==> src/rtl/fifo_flex.sv <==
// Parametrised synchronous FIFO: any DEPTH, count, almost flags, sticky errors.
// Define FIFO_FWFT_EN for first-word-fall-through reads; default is registered-read mode.
module fifo_flex #(
  parameter int WIDTH     = 8,
  parameter int DEPTH     = 32,
  parameter int AF_LEVEL  = DEPTH - 1,
  parameter int AE_LEVEL  = 1,
  parameter int CNT_WIDTH = $clog2(DEPTH + 1)
) (
  input  logic                 clk,
  input  logic                 rst,
  input  logic                 wr_en,
  input  logic [WIDTH-1:0]     din,
  output logic                 full,
  output logic                 almost_full,
  input  logic                 rd_en,
  output logic [WIDTH-1:0]     dout,
  output logic                 empty,
  output logic                 almost_empty,
  output logic [CNT_WIDTH-1:0] count,
  output logic                 overflow,
  output logic                 underflow
);
  localparam int PW = (DEPTH > 1) ? $clog2(DEPTH) : 1;

  logic [WIDTH-1:0]     mem [DEPTH];
  logic [PW-1:0]        wr_ptr, rd_ptr;
  logic [CNT_WIDTH-1:0] cnt;
  logic [WIDTH-1:0]     dout_q;
  logic                 ovf, udf;
  logic                 rd_acc, wr_acc, mem_we, mem_re;

  // Explicit wrap so non-power-of-two depths work.
  function automatic logic [PW-1:0] ptr_inc(input logic [PW-1:0] p);
    return (p == PW'(DEPTH - 1)) ? '0 : p + PW'(1);
  endfunction

  assign full         = (cnt == CNT_WIDTH'(DEPTH));
  assign almost_full  = (cnt >= CNT_WIDTH'(AF_LEVEL));
  assign almost_empty = (cnt <= CNT_WIDTH'(AE_LEVEL));
  assign wr_acc       = wr_en & (~full | rd_acc);
  assign count        = cnt;
  assign dout         = dout_q;
  assign overflow     = ovf;
  assign underflow    = udf;

`ifdef FIFO_FWFT_EN
  logic out_valid, mem_empty, bypass;

  // dout holds the head word, so memory holds at most DEPTH-1 words and
  // equal pointers unambiguously mean the memory is empty.
  assign mem_empty = (wr_ptr == rd_ptr);
  assign empty     = ~out_valid;
  assign rd_acc    = rd_en & out_valid;
  assign bypass    = wr_acc & (~out_valid | (rd_acc & mem_empty));
  assign mem_we    = wr_acc & ~bypass;
  assign mem_re    = rd_acc & ~mem_empty;

  always_ff @(posedge clk or negedge rst) begin
    if (!rst) begin
      out_valid <= 1'b0;
      dout_q    <= '0;
    end else begin
      if (bypass) begin
        dout_q    <= din;
        out_valid <= 1'b1;
      end else if (mem_re) begin
        dout_q    <= mem[rd_ptr];
        out_valid <= 1'b1;
      end else if (rd_acc) begin
        out_valid <= 1'b0;
      end
    end
  end
`else
  assign empty  = (cnt == '0);
  assign rd_acc = rd_en & ~empty;
  assign mem_we = wr_acc;
  assign mem_re = rd_acc;

  // Non-blocking read of the slot being overwritten returns the old word.
  always_ff @(posedge clk or negedge rst) begin
    if (!rst)        dout_q <= '0;
    else if (mem_re) dout_q <= mem[rd_ptr];
  end
`endif

  always_ff @(posedge clk) begin
    if (mem_we) mem[wr_ptr] <= din;
  end

  always_ff @(posedge clk or negedge rst) begin
    if (!rst) begin
      wr_ptr <= '0;
      rd_ptr <= '0;
      cnt    <= '0;
      ovf    <= 1'b0;
      udf    <= 1'b0;
    end else begin
      if (mem_we) wr_ptr <= ptr_inc(wr_ptr);
      if (mem_re) rd_ptr <= ptr_inc(rd_ptr);
      if (wr_acc && !rd_acc)      cnt <= cnt + CNT_WIDTH'(1);
      else if (rd_acc && !wr_acc) cnt <= cnt - CNT_WIDTH'(1);
      if (wr_en && !wr_acc) ovf <= 1'b1;
      if (rd_en && !rd_acc) udf <= 1'b1;
    end
  end
endmodule
==> config.mk <==
export PLATFORM = sky130hd
export DESIGN_NAME = fifo_flex
export DESIGN_NICKNAME = d
export VERILOG_FILES = /design/src/rtl/fifo_flex.sv
export SDC_FILE = /design/constraint.sdc
export NUM_CORES = 1
export LEC_CHECK = 0
export ABC_AREA = 1
export CAP_MARGIN = 25
export CORE_ASPECT_RATIO = 2
export CORE_MARGIN = 8
export CORE_UTILIZATION = 60
export DETAILED_ROUTE_END_ITERATION = 8
export PLACE_DENSITY = 0.78
export SLEW_MARGIN = 20
export SYNTH_ARGS = -nofsm -noshare
export SYNTH_HDL_FRONTEND = slang
export SYNTH_SLANG_ARGS = --single-unit
==> constraint.sdc <==
create_clock -name clk -period 2.7 [get_ports clk]
set_input_delay 0.54 -clock clk [delete_from_list [all_inputs] [get_ports clk]]
set_output_delay 0.54 -clock clk [all_outputs]
set_load 0.01 [all_outputs]
==> implementation parameters <==
Parameter                              Value

Timing
  Measured slew at the worst slew-check pin ... 701 ps
  Highest achievable clock rate ... 385 MHz
  Worst slew margin relative to its limit ... 53.3%
  Final worst-path cycle share ... 96.1%
  Hold violation count in the final report ... 0
  Shortest period the worst path allows ... 2590 ps
  Setup TNS after final layout ... 0 ps
  Worst Clk Skew ... 12.2 ps
  Number of max-slew violations in the final report ... 0
  Unrepaired setup endpoints after global routing ... false
  Endpoints failing setup ... 0

Yosys
  Share of synthesized area occupied by flip-flops and latches ... 68.0%
  Post-Syn Instances ... 1164
  Total standard cell area after synthesis ... 12300 µm²
  Yosys warns ... 0
  Number of flip-flops and latches in the synthesized netlist ... 282
  Avg Inst Size Synth ... 10.5 µm²
  Distinct cell type count after synthesis ... 30
  Nets in the synthesized netlist ... 1188

Setup path
  Top Family by Delay on Critical Path ... buffers and inverters
  Critical path type ... reg -> out
  Category of the worst setup path launch point ... flip-flop
  Data required time at the worst endpoint ... 2160 ps
  Buffers and inverters on the worst path ... 3
  Sort of element at the end of the critical path ... output pin
  Largest driver fanout on the critical path ... 6
  Cells traversed along the worst timing path ... inv_1, nand2_1, nor3_4, nand2_1, inv_1, clkdlybuf4s50_1
  Cell type of the slowest stage on the worst timing path ... sky130_fd_sc_hd__clkdlybuf4s50_1
  Reg2Reg Depth ... 8
  Stages on worst setup path ... 6
  Worst path arrival time ... 2050 ps
  Largest stage delay on the critical path ... 530 ps

CTS
  Clock transition time at the flip-flop clock pins of the worst setup and hold paths ... 70 ps
  Clock tree from TritonCTS ... done
  Clock latency of the later-clocked register in the worst-skew pair ... 520 ps
  Num Clock Sinks ... 282
  # Post-CTS Setup Buffers ... 0
  Level count of the clock H-tree ... 1
  Root buf cell ... sky130_fd_sc_hd__clkbuf_16
  Number of buffers on the longest clock path ... 3
  Number of CTS-inserted buffers ... 23

Run
  Max cap viols ... 0

Global route
  Grt ovf ... 0
  Largest net degree at the start of global routing ... 72
  Global-route total usage across every layer ... 25.9%
  First-pass GRT wire length ... 47900 µm
  Initial antenna violation count ... 0
  Number of global-route vias before repair ... 8482

Floorplan
  Count of pins on the block boundary ... 32
  Effective utilization at floorplan ... 60.4%
  Die area ... 25500 µm²
  Standard-cell rows ... 74
  Overall die height ... 218 µm
  Area of the core ... 20300 µm²
  Die W ... 117 µm

Layout
  Ant diodes ... 0
  Final Net Count ... 1245
  Share of cells above drive strength 1 ... 9.05%
  Final Instance Area ... 13800 µm²
  Commonest cells after routing, fill and taps aside ... 433 x sky130_fd_sc_hd__nand2_1, 256 x sky130_fd_sc_hd__edfxtp_1, 176 x sky130_fd_sc_hd__nand3_1, 97 x sky130_fd_sc_hd__inv_1, 58 x sky130_fd_sc_hd__buf_4
  Most common cell after layout, fill and taps aside ... sky130_fd_sc_hd__nand2_1
  Area growth, synth to finish ... 12.9%
  Total of fill cells in the finished design ... 1436

Detailed routing
  Via count ... 8482
  Routed vias/inst ... 5.64
  Count of nets left with antenna violations after detail routing ... 0
  Number of DRC violations after detailed routing ... 0
  Drt initial violations ... 594
  Pre-antenna DRT Iters ... 5
  Drt wl/cell ... 20.7 µm
  Final routed wirelength across all metal layers ... 31100 µm

Power
  Cell-internal power ... 8.74 mW
  Worst ir drop on vdd ... 0.681 mV
  Switching portion of total power ... 35.0%
  Leakage ... 5.72 nW
  Relative contribution of the clock network to total power ... 26.8%
  Net switching power of the design ... 4.71 mW
  Gate power share ... 32.7%
  Sequential Power Share ... 40.4%
  Power per Cell Area ... 972 nW/µm²

Placement
  Total half-perimeter wirelength after legalization and detailed placement ... 20200 µm
  Last weighted congestion value of the routability-driven placer ... 0.981
  Number of buffer cells added on primary ports ... 31
  Placement-stage cell area ... 13000 µm²

Outcome
  Status ... finished clean

Worst hold path
  Hold Path Class ... in -> async
[flip-flops by register name, summed over array words and instances (netlist names)]
register   flops
overflow       1
underflow      1
rd_ptr         5
wr_ptr         5
mem          256
dout           8
count          6
[worst reg2reg max path: stages, from the launching register on]
cell and delay (ps):
sky130_fd_sc_hd__dfrtp_2 440, sky130_fd_sc_hd__inv_1 110, sky130_fd_sc_hd__ha_2 220, sky130_fd_sc_hd__nand4_1 130, sky130_fd_sc_hd__o21a_1 210, sky130_fd_sc_hd__buf_4 180
sky130_fd_sc_hd__nand2_1 450, sky130_fd_sc_hd__nor2_1 120, sky130_fd_sc_hd__buf_4 200
[power groups by stage]
stage / clock network (mW) / registers, mW / logic [mW]
floorplan: 0 / 5.47 / 2.77
global placement: 0 / 5.51 / 4.21
detailed placement: 0 / 5.51 / 4.28
CTS: 3.64 / 5.42 / 4.30
global route: 3.82 / 5.47 / 4.79
finish: 3.61 / 5.44 / 4.40
[metal layers]
metal	vias to the layer above	global-route usage (%)	routed length, µm
li1	3963	-	-
met1	4001	27.0	10300
met2	393	45.2	16500
met3	125	3.82	1990
met4	0	20.0	2360
met5	-	0	0
[final timing paths]
check / startpoint / to / slack [ps]
hold / removal: rst / overflow$_DFFE_PN0P_ / 400
setup reg to reg: count[1]$_DFFE_PN0P_ / mem[13][5]$_DFFE_PP_ / 390
hold reg to reg: overflow$_DFFE_PN0P_ / overflow$_DFFE_PN0P_ / 470
setup / recovery: count[3]$_DFFE_PN0P_ / empty / 110
min in group clk: overflow$_DFFE_PN0P_ / overflow$_DFFE_PN0P_ / 470
max in group asynchronous: rst / rd_ptr[0]$_DFFE_PN0P_ / 1970
[what timing repair did]
| item | CTS | global route |
|---|---|---|
| endpoints found under the hold margin | 0 | 0 |
| endpoints found under the setup margin | 0 | 3 |
| gates resized for setup | 0 | 7 |
| hold buffers | 0 | 0 |
[cell type report]
class | instances | area, µm² | share of cell area, %
sequential | 282 | 8350 | 60.3
multi-input combinational | 718 | 3150 | 22.7
timing repair buffer | 91 | 788 | 5.70
clock buffer | 29 | 608 | 4.39
inverter | 105 | 397 | 2.87
tap | 266 | 333 | 2.41
clock inverter | 13 | 219 | 1.58
[synthesized netlist by cell type, drive strengths merged]
cell / count / area (µm²)
nor3b: 1 / 7.51
xnor2: 1 / 8.76
nand2: 435 / 1640
clkinv: 3 / 11.3
a31o: 2 / 17.5
clkbuf: 10 / 37.5
dfrtp: 26 / 651
a22oi: 2 / 15.0
nand3: 176 / 881
ha: 12 / 150
o21ai: 20 / 100
xor2: 6 / 52.6
o21a: 2 / 15.0
nor2: 52 / 195
edfxtp: 256 / 7690
o211ai: 2 / 15.0
nor3: 4 / 25.0
inv: 102 / 385
nand4: 1 / 6.26
a21oi: 2 / 10.0
buf: 49 / 344
[cells by family after synthesis]
kind of cell	count (synthesis)	share of synthesized area, %
AOI/OAI and AO/OA	30	1.41
xor gates and xnor gates	7	0.500
adders and majority gates	12	1.23
buffers and inverters	164	6.35
DFF	282	68.0
and+or+nand+nor	669	22.5
[stage by stage]
step                instances  setup slack, ps  total power [mW]  hold WS (ps)  utilization [%]
detailed placement       1462              225              9.79           466             64.1
global placement         1462              259              9.72           463             64.1
CTS                      1504             8.14              13.4           405             68.2
finish                   1504              106              13.4           403             68.2
global route             1504             10.3              14.1           421             68.2
floorplan                1164              381              8.24           244                -
Note: power is estimated with default switching activity, not from simulation.
